## src/rtl/addr_stream_reader.sv

```systemverilog
// Address-stream reader: accepts generator addresses, reads a 1-cycle RAM, buffers words in a FWFT FIFO.
// Define ADDR_STREAM_READER_BOUNDS_EN to replace out-of-range reads with zero words and flag err_o.
module addr_stream_reader #(
  parameter int unsigned ADDR_W     = 32,
  parameter int unsigned DATA_W     = 32,
  parameter int unsigned MEM_ADDR_W = 10,
  parameter int unsigned FIFO_DEPTH = 4
) (
  input  logic                  clk,
  input  logic                  rst,
  input  logic                  run_i,
  input  logic                  addr_valid_i,
  input  logic [ADDR_W-1:0]     addr_i,
  output logic                  addr_ready_o,
  input  logic                  gen_done_i,
  output logic                  mem_en_o,
  output logic [MEM_ADDR_W-1:0] mem_addr_o,
  input  logic [DATA_W-1:0]     mem_data_i,
  output logic                  data_valid_o,
  output logic [DATA_W-1:0]     data_o,
  input  logic                  data_ready_i,
  output logic                  done_o,
  output logic [31:0]           count_o,
  output logic                  err_o
);

  localparam int unsigned PtrW = $clog2(FIFO_DEPTH);
  localparam logic [PtrW+1:0] DepthV = (PtrW+2)'(FIFO_DEPTH);
  localparam logic [PtrW:0]   FullV  = (PtrW+1)'(FIFO_DEPTH);

  typedef enum logic [1:0] {StIdle, StStream, StDrain, StDone} state_e;

  state_e              state_q;
  logic [DATA_W-1:0]   fifo_mem [FIFO_DEPTH];
  logic [PtrW-1:0]     rd_ptr_q, wr_ptr_q;
  logic [PtrW:0]       cnt_q, cnt_d;
  logic                inflight_q, zero_q, done_q;
  logic [31:0]         count_q;
  logic [PtrW+1:0]     used;
  logic                accept, oob, wr_en, pop, empty, full;
  logic [DATA_W-1:0]   wdata;

  // Credit covers both buffered words and the read still in flight.
  assign used         = {1'b0, cnt_q} + {{(PtrW+1){1'b0}}, inflight_q};
  assign addr_ready_o = (state_q == StStream) && (used < DepthV);
  assign accept       = addr_valid_i && addr_ready_o;

`ifdef ADDR_STREAM_READER_BOUNDS_EN
  logic err_q;
  assign oob = (addr_i >> MEM_ADDR_W) != '0;
  always_ff @(posedge clk) begin
    if (rst || run_i) begin
      err_q <= 1'b0;
    end else if (accept && oob) begin
      err_q <= 1'b1;
    end
  end
  assign err_o = err_q;
`else
  logic unused_addr_hi;
  assign unused_addr_hi = ^addr_i;
  assign oob   = 1'b0;
  assign err_o = 1'b0;
`endif

  assign mem_en_o   = accept && !oob;
  assign mem_addr_o = accept ? addr_i[MEM_ADDR_W-1:0] : '0;

  assign empty        = (cnt_q == '0);
  assign full         = (cnt_q == FullV);
  assign wr_en        = inflight_q;
  assign pop          = !empty && data_ready_i;
  assign data_valid_o = !empty;
  assign data_o       = empty ? '0 : fifo_mem[rd_ptr_q];
  assign wdata        = zero_q ? '0 : mem_data_i;
  assign done_o       = done_q;
  assign count_o      = count_q;

  always_comb begin
    cnt_d = cnt_q;
    if (wr_en && !pop) begin
      cnt_d = cnt_q + (PtrW+1)'(1);
    end else if (!wr_en && pop) begin
      cnt_d = cnt_q - (PtrW+1)'(1);
    end
  end

  always_ff @(posedge clk) begin
    if (wr_en) begin
      fifo_mem[wr_ptr_q] <= wdata;
    end
  end

  always_ff @(posedge clk) begin
    if (rst) begin
      state_q    <= StIdle;
      done_q     <= 1'b0;
      inflight_q <= 1'b0;
      zero_q     <= 1'b0;
      cnt_q      <= '0;
      rd_ptr_q   <= '0;
      wr_ptr_q   <= '0;
      count_q    <= '0;
    end else if (run_i) begin
      // A read returning this cycle is dropped along with the buffered words.
      state_q    <= StStream;
      done_q     <= 1'b0;
      inflight_q <= 1'b0;
      zero_q     <= 1'b0;
      cnt_q      <= '0;
      rd_ptr_q   <= '0;
      wr_ptr_q   <= '0;
      count_q    <= '0;
    end else begin
      inflight_q <= accept;
      zero_q     <= accept && oob;
      cnt_q      <= cnt_d;
      if (wr_en) begin
        wr_ptr_q <= wr_ptr_q + PtrW'(1);
      end
      if (pop) begin
        rd_ptr_q <= rd_ptr_q + PtrW'(1);
        count_q  <= count_q + 32'd1;
      end
      case (state_q)
        StStream: begin
          if (gen_done_i) begin
            state_q <= StDrain;
          end
        end
        StDrain: begin
          // No accepts in DRAIN, so an empty next-cycle FIFO means nothing is left.
          if (cnt_d == '0) begin
            state_q <= StDone;
            done_q  <= 1'b1;
          end
        end
        StIdle, StDone: ;
        default: state_q <= StIdle;
      endcase
    end
  end

  a_no_overflow: assert property (@(posedge clk) disable iff (rst) !(wr_en && full))
    else $error("fifo write while full");

endmodule

```

## config.mk

```make
export PLATFORM = sky130hd
export DESIGN_NAME = addr_stream_reader
export DESIGN_NICKNAME = d
export VERILOG_FILES = /design/src/rtl/addr_stream_reader.sv
export SDC_FILE = /design/constraint.sdc
export NUM_CORES = 1
export LEC_CHECK = 0
export ABC_CLOCK_PERIOD_IN_PS = 2900
export CAP_MARGIN = 20
export CORE_UTILIZATION = 51
export CTS_CLUSTER_DIAMETER = 100
export DETAILED_ROUTE_END_ITERATION = 16
export PLACE_DENSITY_LB_ADDON = 0.2
export SLEW_MARGIN = 20
export SYNTH_ARGS = -nofsm -noshare
export SYNTH_HDL_FRONTEND = slang
export SYNTH_SLANG_ARGS = --single-unit
```

## constraint.sdc

```tcl
create_clock -name clk -period 2.9 [get_ports clk]
set_input_delay 0.29 -clock clk [delete_from_list [all_inputs] [get_ports clk]]
set_output_delay 0.29 -clock clk [all_outputs]
set_load 0.05 [all_outputs]
```

==> results of run 1 <==
==> placed cells by master (no fill, tap or decap), types with 10 or more instances in the layout <==
cell type        count
edfxtp_1           128
clkdlybuf4s50_1     92
dfxtp_1             43
nor2_1              37
and2_1              34
buf_12              34
mux4_2              32
and3_1              22
xor2_1              22
clkbuf_16           17
nand4_1             14
nand3_1             14
nand2_1             12
xnor2_1             10
==> sequential cells by signal, indices dropped and copies added (netlist names), named ones only <==
register	flops
wr_ptr_q	2
state_q	2
inflight_q	1
done_o	1
cnt_q	3
fifo_mem	128
rd_ptr_q	2
count_o	32
==> power groups by stage <==
| stage | Clock (mW) | Combinational (mW) | Sequential [mW] |
|---|---|---|---|
| after floorplan | 0 | 0.110 | 2.72 |
| after global placement | 0 | 0.244 | 2.72 |
| after detailed placement | 0 | 0.252 | 2.72 |
| after CTS | 2.18 | 0.253 | 2.67 |
| after global routing | 2.29 | 0.266 | 2.67 |
| final | 2.14 | 0.252 | 2.67 |
==> metrics by stage <==
stage	power, mW	instance area (um^2)	instances	hold WS [ns]
2_1_floorplan	2.83	7080	465	0.389
3_3_place_gp	2.97	8860	750	0.451
3_5_place_dp	2.97	8860	750	0.451
4_1_cts	5.10	9420	782	0.466
5_1_grt	5.22	9420	782	0.474
6_report	5.06	9420	782	0.464
==> area by class of cell <==
type,instances,area share
clock buffers,20,0.0463
clock inverters,12,0.0129
inverters,9,0.00358
multi-input cells,257,0.233
flip-flops and latches,173,0.504
well taps,176,0.0234
repair buffers,135,0.177
==> kinds of logic after synthesis <==
group | after synthesis | share of synthesized area
AOI/OAI and AO/OA | 19 | 0.0177
xor gates and xnor gates | 32 | 0.0396
adders and majority gates | 8 | 0.0141
buffers and inverters | 35 | 0.0216
DFF | 173 | 0.670
muxes | 33 | 0.103
other | 1 | 0.000530
and+or+nand+nor | 164 | 0.133
==> worst min path at each step <==
stage                              startpoint                       end  slack, ns  depth (start not counted)
after floorplan                 mem_data_i[0]  fifo_mem[0][0]$_DFFE_PP_       0.39                          0
after global placement    done_o$_SDFFE_PP0P_       done_o$_SDFFE_PP0P_       0.45                          2
after detailed placement  done_o$_SDFFE_PP0P_       done_o$_SDFFE_PP0P_       0.45                          2
after CTS                 done_o$_SDFFE_PP0P_       done_o$_SDFFE_PP0P_       0.47                          2
after global routing      done_o$_SDFFE_PP0P_       done_o$_SDFFE_PP0P_       0.47                          2
final                     done_o$_SDFFE_PP0P_       done_o$_SDFFE_PP0P_       0.46                          2
==> worst max-delay path: stages, from the launching register on <==
cell and delay (ns):
dfxtp_1 0.33, nor2_1 0.10, nand2_1 0.07, a31oi_2 0.42, and3_1 0.24, clkdlybuf4s50_1 0.81
==> routing by layer <==
metal	vias up	track usage
met4	0	0.0867
li1	2005	-
met1	2102	0.258
met3	21	0.0490
met5	-	0
met2	123	0.348
==> results.rst, run 1 <==
.. list-table::
   :header-rows: 1

   * - Metric
     - Value
   * - Status
     - finished, final reports clean
   * - Leftover overflow at the end of global routing
     - 0
   * - Residual DRC count
     - 0
   * - Boundary pin count
     - about 150
   * - Post-CTS setup-driven buffer insertion count
     - 0
   * - Setup Slack @ Placement
     - ~0.48 ns
   * - FF-to-FF End
     - state_q[0]$_SDFFE_PP0P_
   * - Share of final-layout standard cells stronger than drive strength 1
     - 0.190
   * - Register share of total power
     - 0.528
   * - Worst slew slack as a fraction of its limit
     - 0.390
   * - Layout-stage area growth over the synthesis result
     - 33.1%
   * - Maximum buffer depth of the clock tree
     - 2
   * - Most area-consuming cells after synthesis
     - edfxtp_1 54%, dfxtp_1 13%, mux4_2 10%
   * - Cell area after synthesis
     - ~7000 um^2
   * - Post-route setup TNS
     - 0 ns
   * - Clock tree root driver cell
     - clkbuf_16
   * - Clock Latency Late Sink
     - between 0.4 and 0.5 ns
   * - Quantity of I/O buffers inserted on ports
     - ~130
   * - Final ANT Viol Nets
     - 0
   * - Setup repair after global routing missed its margin
     - no
   * - Minimum setup slack among reg-to-reg paths
     - around 0.66 ns
   * - Total of flip-flops plus latches after synthesis
     - about 170
   * - Peak clock frequency supported by timing
     - about 370 MHz
   * - Register area
     - 4750 um^2
   * - Core area
     - between 10000 and 15000 um^2
   * - Worst ir drop on vdd
     - ~0.00033 V
   * - Static power due to leakage
     - roughly 3.2 nW
   * - Number of detailed-routing iterations run before antenna repair
     - 4
   * - Data required, critical path
     - 2.61 ns
   * - Internal Pwr Total
     - between 4 and 5 mW
   * - Share of the synthesized area in the top cell type
     - 0.543
   * - Met2 WL
     - 7090 um
   * - Clock transition at path regs
     - ~0.060 ns
   * - Net count of the finished layout
     - 671
   * - Final critical delay including setup and external delays
     - 2.67 ns
   * - First-iteration detailed-routing DRC count
     - 313
   * - Number of enable flip-flop cells after synthesis
     - approximately 130
   * - Setup Skew
     - between 0.008 and 0.009 ns
   * - Metal3 WL
     - roughly 780 um
   * - Worst reg-to-reg path cell count
     - 9
   * - Number of failing setup endpoints in the final timing report
     - 0
   * - CTS H-tree lvls
     - 4
   * - Part of the total power dissipated in the clock network
     - 0.422
   * - Hold-fix buffers at CTS
     - 0
   * - Post-synthesis instance total
     - roughly 470
   * - Most frequent cell after synthesis
     - edfxtp_1
   * - Count of warnings emitted by yosys
     - 0
   * - Multi-input gate area in the final layout
     - about 2200 um^2
   * - Capturing element of the worst setup path
     - mem_addr_o[4]
   * - Wire length of the first global-routing pass
     - roughly 22000 um
   * - Critical path capture point type
     - output port
   * - Maximum capacitance violations
     - 0
   * - Pin count of the biggest net entering global routing
     - 42
   * - Topmost layer with routed signal wires
     - met4
   * - Unique masters post-synth
     - 47
   * - Initial antenna violation count
     - 0
   * - Drt via density
     - ~5.4
   * - Setup WS post-layout
     - around 0.23 ns
   * - Clock net sink count
     - approximately 170
   * - Crit path max fanout
     - 13
   * - Share of the clock period used by the worst path
     - 0.922
   * - Number of global-route vias before repair
     - between 4000 and 5000
   * - Antenna diodes
     - 0
   * - Power share of the combinational group
     - 0.050
   * - Switching part of the total
     - 0.201
   * - Cell area power density
     - 537 nW/um^2
   * - Final Core Density
     - 0.703
   * - Count of instances resized after the clock tree is built
     - 0
   * - Async S/R FF share, synth
     - 0
   * - Number of buffers created by CTS
     - 17
   * - P_sw
     - between 1 and 1.5 mW
   * - Cell type with the highest aggregate area in the netlist
     - edfxtp_1
   * - Startpoint Class
     - register
   * - Weighted congestion reported at the end of routability-driven placement
     - approximately 0.78
   * - Critical path origin
     - state_q[1]$_SDFFE_PP0P_
   * - Vertical die dimension
     - around 120 um
   * - Post-synthesis net count
     - roughly 540
   * - Critical Setup Path Class
     - reg -> out
   * - Half-perimeter wire length after placement
     - around 8800 um
   * - Hold violation count in the final report
     - 0
   * - Clock tree from TritonCTS
     - built
   * - Number of fill cells
     - a little over 900
   * - Via total after detailed routing
     - between 4000 and 5000
   * - Synthesized area divided by synthesized cell count
     - around 15 um^2
   * - Min-delay worst type
     - reg -> reg
   * - Worst Max-Slew Pin Slew
     - 0.915 ns
   * - Floorplan row count
     - between 40 and 50
   * - Global router's overall resource usage
     - 0.207
   * - Cell types with the highest counts after synthesis
     - 128 x edfxtp_1, 45 x dfxtp_1, 38 x and2_1, 37 x nor2_1, 32 x mux4_2
   * - Post-detailed-routing wire length
     - ~14000 um
   * - Initial core utilization
     - 0.528
   * - Sequential-to-total area share from yosys stat
     - 0.670
   * - Wire length on met1
     - 5660 um
   * - Arrival time at the worst endpoint
     - about 2.4 ns
   * - Primary flip-flop cell chosen by synthesis mapping
     - edfxtp_1
   * - Routed length per placed instance
     - roughly 18 um
   * - Horizontal extent of the die
     - around 120 um
   * - Final-report max-slew violation count
     - 0
   * - Crit Reg-Reg Startpoint
     - cnt_q[1]$_SDFF_PP0_
   * - Die Footprint
     - about 14000 um^2
Note: power is estimated with default switching activity, not from simulation.
==> inputs of run 2 (changes only) <==
--- a/config.mk
+++ b/config.mk
@@ -5,12 +5,13 @@
 export SDC_FILE = /design/constraint.sdc
 export NUM_CORES = 1
 export LEC_CHECK = 0
-export ABC_CLOCK_PERIOD_IN_PS = 2900
+export ABC_CLOCK_PERIOD_IN_PS = 3390
 export CAP_MARGIN = 20
-export CORE_UTILIZATION = 51
+export CORE_UTILIZATION = 55
 export CTS_CLUSTER_DIAMETER = 100
 export DETAILED_ROUTE_END_ITERATION = 16
 export PLACE_DENSITY_LB_ADDON = 0.2
+export SETUP_SLACK_MARGIN = 0.5
 export SLEW_MARGIN = 20
 export SYNTH_ARGS = -nofsm -noshare
 export SYNTH_HDL_FRONTEND = slang
==> constraint.sdc (replaced) <==
create_clock -name clk -period 3.39 [get_ports clk]
set_input_delay 0.339 -clock clk [delete_from_list [all_inputs] [get_ports clk]]
set_output_delay 0.339 -clock clk [all_outputs]
set_load 0.05 [all_outputs]
==> results.rst, run 2 (synthesis gave the netlist of run 1 again) <==
.. list-table::
   :header-rows: 1

   * - Metric
     - Value
   * - Initial antenna violation count
     - 0
   * - Crit path max fanout
     - 13
   * - Post-route insts no fill
     - around 770
   * - Critical Setup Path Class
     - reg -> out
   * - Minimum setup slack among reg-to-reg paths
     - roughly 0.86 ns
   * - Pin count of the biggest net entering global routing
     - between 40 and 50
   * - Static power due to leakage
     - between 3 and 4 nW
   * - Clock tree root driver cell
     - clkbuf_16
   * - Status
     - finished, final reports clean
   * - Final critical delay including setup and external delays
     - 2.72 ns
   * - Total number of cells along the worst setup path
     - 5
   * - Startpoint Class
     - register
   * - Arrival time at the worst endpoint
     - about 2.4 ns
   * - FF-to-FF End
     - count_o[30]$_SDFFE_PP0P_
   * - Maximum capacitance violations
     - 0
   * - Worst reg-to-reg path cell count
     - 9
   * - Met2 track demand over resource in global routing
     - 0.366
   * - Die Footprint
     - around 13000 um^2
   * - Number of buffers created by CTS
     - 17
   * - Net count of the finished layout
     - around 670
   * - Global router's overall resource usage
     - 0.227
   * - Clock tree from TritonCTS
     - built
   * - Peak clock frequency supported by timing
     - about 370 MHz
   * - Data required, critical path
     - a little over 3 ns
   * - Via total after detailed routing
     - 4273
   * - Number of failing setup endpoints in the final timing report
     - 0
   * - Maximum buffer depth of the clock tree
     - 2
   * - Wire length of the first global-routing pass
     - ~22000 um
   * - First-iteration detailed-routing DRC count
     - 310
   * - Most flop-heavy register
     - fifo_mem
   * - Worst ir drop on vdd
     - ~0.00034 V
   * - Worst Max-Slew Pin Slew
     - 0.913 ns
   * - Startpoint of the worst hold path
     - done_o$_SDFFE_PP0P_
   * - Slowest cell on the critical path
     - clkdlybuf4s50_1
   * - Most common cell after layout, fill and taps aside
     - edfxtp_1
   * - Global-route layer with the greatest usage
     - met2
   * - Antenna diodes
     - 0
   * - Setup repair after global routing missed its margin
     - no
   * - Clock transition at path regs
     - ~0.060 ns
   * - Number of fill cells
     - 844
   * - Cell area power density
     - a little over 500 nW/um^2
   * - Residual DRC count
     - 0
   * - Met1 routing resource usage after global routing
     - 0.298
   * - Half-perimeter wire length after placement
     - about 8700 um
   * - Largest stage delay on the critical path
     - around 0.80 ns
   * - Hold violation count in the final report
     - 0
   * - Share of final-layout standard cells stronger than drive strength 1
     - 0.187
   * - Setup Skew
     - 0.00592 ns
   * - Multi-input gate area in the final layout
     - approximately 2200 um^2
   * - Clock Latency Late Sink
     - between 0.4 and 0.5 ns
   * - Post-route setup TNS
     - 0 ns
   * - Critical path capture point type
     - output port
   * - Vertical die dimension
     - 115 um
   * - Post-detailed-routing wire length
     - between 10000 and 15000 um
   * - Bufs and invs on worst path
     - 1
   * - Final ANT Viol Nets
     - 0
   * - Worst slew slack as a fraction of its limit
     - 0.391
   * - Number of flip-flops in the largest register
     - around 130
   * - Leftover overflow at the end of global routing
     - 0
   * - Critical path origin
     - state_q[1]$_SDFFE_PP0P_
   * - Drt via density
     - 5.53
   * - Share of the clock period used by the worst path
     - 0.801
   * - Capturing element of the worst setup path
     - mem_addr_o[5]
   * - Global routing met3 resource utilization
     - 0.0554
   * - Routed length per placed instance
     - ~18 um
   * - Post-CTS setup-driven buffer insertion count
     - 0
   * - Critical path cell sequence
     - nor2_1, nand2_1, a31oi_2, and3_1, clkdlybuf4s50_1
   * - Horizontal extent of the die
     - around 120 um
   * - Weighted congestion reported at the end of routability-driven placement
     - 0.781
   * - Family of cells with the greatest summed delay on the critical path
     - buffers and inverters
   * - Core area
     - about 13000 um^2
   * - Number of detailed-routing iterations run before antenna repair
     - 4
   * - Clock net sink count
     - 173
   * - Register area
     - between 4000 and 5000 um^2
   * - Number of global-route vias before repair
     - 4214
   * - Floorplan row count
     - slightly above 40
   * - Layout-stage area growth over the synthesis result
     - 27.6%
   * - Cell count after placement
     - between 700 and 800
   * - Boundary pin count
     - 149
   * - Final-report max-slew violation count
     - 0
   * - CTS H-tree lvls
     - 4
   * - Quantity of I/O buffers inserted on ports
     - 125
   * - Initial core utilization
     - 0.563
   * - Crit Reg-Reg Startpoint
     - cnt_q[1]$_SDFF_PP0_
   * - Top library cells by usage in the layout, fill and taps aside
     - 128 x edfxtp_1, 92 x clkdlybuf4s50_1, 42 x dfxtp_1, 37 x nor2_1, 34 x and2_1
   * - Min-delay worst type
     - reg -> reg
-- run 2: cell types whose count changed in the layout (fill, tap and decap cells not counted), sizes merged --
cell         delta
dlygate4sd2     +1
inv             -1
clkinvlp        -1
buf            -30
clkinv          -1
bufinv          +5
clkbuf         +21
-- run 2: through the flow --
| step | cell area [um^2] | worst slack, ns | utilization | hold WS, ns | power (mW) |
|---|---|---|---|---|---|
| after global routing | 9040 | 0.570 | 0.719 | 0.488 | 4.82 |
| after detailed placement | 8470 | 0.733 | 0.674 | 0.455 | 2.53 |
| after floorplan | 7080 | 0.795 | - | 0.438 | 2.42 |
| after global placement | 8470 | 0.744 | 0.674 | 0.447 | 2.52 |
| after CTS | 9120 | 0.523 | 0.726 | 0.463 | 4.72 |
| final | 9040 | 0.674 | 0.719 | 0.460 | 4.70 |
-- run 2: power breakdown --
part / switching [mW] / internal [mW] / leakage (nW) / total (mW)
combinational: 0.110 / 0.0836 / 1.27 / 0.193
sequential: 0.00505 / 2.28 / 1.52 / 2.28
clock: 0.776 / 1.44 / 0.322 / 2.22
-- run 2: worst register-to-register path, cell delays in order (launching register included) --
cell,delay (ns)
dfxtp_1,0.41
inv_1,0.11
ha_1,0.20
nor2b_1,0.18
inv_1,0.07
buf_4,0.35
and3_2,0.48
nand3_1,0.15
or3_1,0.37
a21oi_1,0.14
-- run 2: area by class of cell --
type,count,area share
Inverter,9,0.00374
Sequential cell,173,0.525
Tap cell,172,0.0238
Multi-Input combinational cell,257,0.243
Clock inverter,14,0.0273
Clock buffer,18,0.0475
Timing Repair Buffer,129,0.129
-- run 2: what timing repair did --
| item | CTS | global route |
|---|---|---|
| setup endpoints to repair | 35 | 35 |
| hold buffers | 0 | 0 |
| gates resized for setup | 25 | 48 |
-- run 2: routing by layer --
metal / wire, um / vias up
li1: - / 1995
met1: 6060 / 2162
met2: 7190 / 99
met3: 600 / 17
met4: 223 / 0
met5: 0 / -
-- run 2: worst min-delay path by stage --
stage	to	slack (ns)	depth (start not counted)
3_5_place_dp	done_o$_SDFFE_PP0P_	0.46	2
6_report	done_o$_SDFFE_PP0P_	0.46	2
4_1_cts	done_o$_SDFFE_PP0P_	0.46	2
2_1_floorplan	fifo_mem[0][0]$_DFFE_PP_	0.44	0
3_3_place_gp	done_o$_SDFFE_PP0P_	0.45	2
5_1_grt	done_o$_SDFFE_PP0P_	0.49	2
==> inputs of run 3 (changes only) <==
--- a/config.mk
+++ b/config.mk
@@ -5,9 +5,9 @@
 export SDC_FILE = /design/constraint.sdc
 export NUM_CORES = 1
 export LEC_CHECK = 0
-export ABC_CLOCK_PERIOD_IN_PS = 3390
+export ABC_CLOCK_PERIOD_IN_PS = 2190
 export CAP_MARGIN = 20
-export CORE_UTILIZATION = 55
+export CORE_UTILIZATION = 46
 export CTS_CLUSTER_DIAMETER = 100
 export DETAILED_ROUTE_END_ITERATION = 16
 export PLACE_DENSITY_LB_ADDON = 0.2
==> constraint.sdc (replaced) <==
create_clock -name clk -period 2.19 [get_ports clk]
set_input_delay 0.219 -clock clk [delete_from_list [all_inputs] [get_ports clk]]
set_output_delay 0.219 -clock clk [all_outputs]
set_load 0.05 [all_outputs]
==> results.rst, run 3 (synthesis gave the netlist of run 1 again) <==
.. list-table::
   :header-rows: 1

   * - Metric
     - Value
   * - Net count of the finished layout
     - 706
   * - FF-to-FF End
     - cnt_q[1]$_SDFF_PP0_
   * - Clock Latency Late Sink
     - 0.43 ns
   * - Drt via density
     - approximately 5.5
   * - Setup Skew
     - 0.0106 ns
   * - Post-detailed-routing wire length
     - roughly 16000 um
   * - Multi-input gate area in the final layout
     - around 2600 um^2
   * - Critical path capture point type
     - output port
   * - Final Core Density
     - 0.711
   * - Core area
     - roughly 15000 um^2
   * - Setup repair after global routing missed its margin
     - yes
   * - Floorplan row count
     - between 40 and 50
   * - Cell count after placement
     - 760
   * - Vertical die dimension
     - 126 um
   * - Number of flip-flops in the largest register
     - 128
   * - Data required, critical path
     - 1.97 ns
   * - Post-route insts no fill
     - roughly 830
   * - Clock tree root driver cell
     - clkbuf_16
   * - Most common cell after layout, fill and taps aside
     - edfxtp_1
   * - Worst reg-to-reg path cell count
     - 12
   * - Die Footprint
     - roughly 16000 um^2
   * - Hold violation count in the final report
     - 0
   * - Minimum setup slack among reg-to-reg paths
     - between 0.2 and 0.3 ns
   * - Static power due to leakage
     - 3.79 nW
   * - Final-report max-slew violation count
     - 0
   * - Register area
     - a little under 5000 um^2
   * - Maximum buffer depth of the clock tree
     - 2
   * - Residual DRC count
     - 0
   * - Quantity of I/O buffers inserted on ports
     - 125
   * - Weighted congestion reported at the end of routability-driven placement
     - 0.800
   * - Capturing element of the worst setup path
     - data_o[15]
   * - Bufs and invs on worst path
     - 2
   * - Worst Max-Slew Pin Slew
     - approximately 0.54 ns
   * - Number of global-route vias before repair
     - 4619
   * - Number of detailed-routing iterations run before antenna repair
     - 4
   * - Final ANT Viol Nets
     - 0
   * - Crit Reg-Reg Startpoint
     - cnt_q[0]$_SDFF_PP0_
   * - Largest stage delay on the critical path
     - just over 0.5 ns
   * - Family of cells with the greatest summed delay on the critical path
     - multiplexers
   * - Initial core utilization
     - 0.480
   * - Total number of cells along the worst setup path
     - 4
   * - Startpoint Class
     - register
   * - Boundary pin count
     - about 150
   * - Min-delay worst type
     - in -> reg
   * - Worst ir drop on vdd
     - 0.000567 V
   * - Share of final-layout standard cells stronger than drive strength 1
     - 0.413
   * - Clock net sink count
     - 173
   * - Routed length per placed instance
     - 19.4 um
   * - Maximum capacitance violations
     - 0
   * - Wire length of the first global-routing pass
     - about 25000 um
   * - Horizontal extent of the die
     - roughly 130 um
   * - Via total after detailed routing
     - about 4500
   * - Pin count of the biggest net entering global routing
     - 42
   * - Antenna diodes
     - 0
   * - Slowest cell on the critical path
     - mux4_2
   * - Worst slew slack as a fraction of its limit
     - 0.643
   * - Clock transition at path regs
     - approximately 0.060 ns
   * - Number of fill cells
     - around 960
   * - Number of failing setup endpoints in the final timing report
     - 0
   * - First-iteration detailed-routing DRC count
     - approximately 260
   * - Cell area power density
     - ~660 nW/um^2
   * - Number of buffers created by CTS
     - 17
   * - Critical Setup Path Class
     - reg -> out
   * - Peak clock frequency supported by timing
     - about 480 MHz
   * - Half-perimeter wire length after placement
     - 8670 um
   * - Clock tree from TritonCTS
     - built
   * - CTS H-tree lvls
     - 4
   * - Global router's overall resource usage
     - 0.208
   * - Layout-stage area growth over the synthesis result
     - 48.0%
   * - Most flop-heavy register
     - fifo_mem
   * - Post-route setup TNS
     - 0 ns
   * - Setup WS post-layout
     - between 0.08 and 0.09 ns
   * - Setup Slack @ Placement
     - 0.215 ns
   * - Status
     - finished, final reports clean
   * - Leftover overflow at the end of global routing
     - 0
   * - Arrival time at the worst endpoint
     - ~1.9 ns
   * - Initial antenna violation count
     - 0
   * - Final critical delay including setup and external delays
     - roughly 2.1 ns
   * - Share of the clock period used by the worst path
     - 0.959
   * - Critical path cell sequence
     - buf_16, mux4_2, and2_4, buf_12
   * - Hold-fix buffers at CTS
     - 0
   * - Crit path max fanout
     - 8
   * - Top library cells by usage in the layout, fill and taps aside
     - 128 x edfxtp_1, 49 x buf_12, 47 x clkdlybuf4s50_1, 37 x and2_4, 37 x nor2_1
[run 3: cell count changes in the layout (fill, tap and decap cells not counted), moves of 7 or more]
cell / previous run / this run
and2_4: 0 / 37
dfxtp_1: 42 / 12
buf_6: 0 / 15
clkbuf_2: 23 / 0
and3_4: 0 / 13
buf_4: 11 / 18
and3_1: 21 / 8
dfxtp_2: 3 / 13
and2_1: 34 / 1
dfxtp_4: 0 / 20
clkdlybuf4s50_1: 92 / 47
dlygate4sd2_1: 1 / 33
buf_12: 2 / 49
[run 3: area by class of cell]
cell class | count | area share
sequential | 173 | 0.461
clock buffer | 20 | 0.0417
tap | 184 | 0.0220
inverter | 9 | 0.00322
timing repair buffer | 170 | 0.214
multi-input combinational | 257 | 0.244
clock inverter | 12 | 0.0140
[run 3: how the worst min path moves through the flow]
stage | startpoint | endpoint | cells after the start
2_1_floorplan | mem_data_i[0] | fifo_mem[0][0]$_DFFE_PP_ | 0
3_3_place_gp | done_o$_SDFFE_PP0P_ | done_o$_SDFFE_PP0P_ | 2
3_5_place_dp | done_o$_SDFFE_PP0P_ | done_o$_SDFFE_PP0P_ | 2
4_1_cts | mem_data_i[16] | fifo_mem[3][16]$_DFFE_PP_ | 1
5_1_grt | mem_data_i[16] | fifo_mem[1][16]$_DFFE_PP_ | 1
6_report | mem_data_i[1] | fifo_mem[2][1]$_DFFE_PP_ | 1
[run 3: per-layer routing]
metal | GRT usage | vias to the layer above | part of all wire
met1 | 0.255 | 2281 | 0.42
met4 | 0.0624 | 0 | 0.011
met3 | 0.0637 | 17 | 0.059
met5 | 0 | - | 0
met2 | 0.353 | 134 | 0.51
li1 | - | 2072 | -
[run 3: through the flow]
step | total power, mW | cell area (um^2) | hold slack, ns
after global routing | 7.13 | 10500 | 0.417
final | 6.95 | 10500 | 0.431
after detailed placement | 3.96 | 9210 | 0.467
after global placement | 3.95 | 9210 | 0.456
after floorplan | 3.74 | 7290 | 0.318
after CTS | 6.95 | 10200 | 0.406
[run 3: timing repair]
item                       4_1_cts  5_1_grt
pin swaps                       42       24
cloned                           6        2
setup endpoints to repair      102       71
resized for setup               85       39
buffers inserted                12       13
[run 3: power breakdown]
| part | internal, mW | leakage [nW] | switching, mW |
|---|---|---|---|
| sequential | 3.50 | 1.54 | 0.00905 |
| combinational | 0.233 | 1.97 | 0.208 |
| clock | 1.78 | 0.273 | 1.21 |
| total | 5.52 | 3.79 | 1.42 |
[run 3: worst register-to-register path, delay by kind of cell (launching register included)]
| family | cells | cell delay, ns |
|---|---|---|
| compound gates | 3 | 0.45 |
| simple gates | 1 | 0.15 |
| fa+ha+maj | 1 | 0.13 |
| flops | 1 | 0.33 |
| buf+inv | 7 | 0.75 |
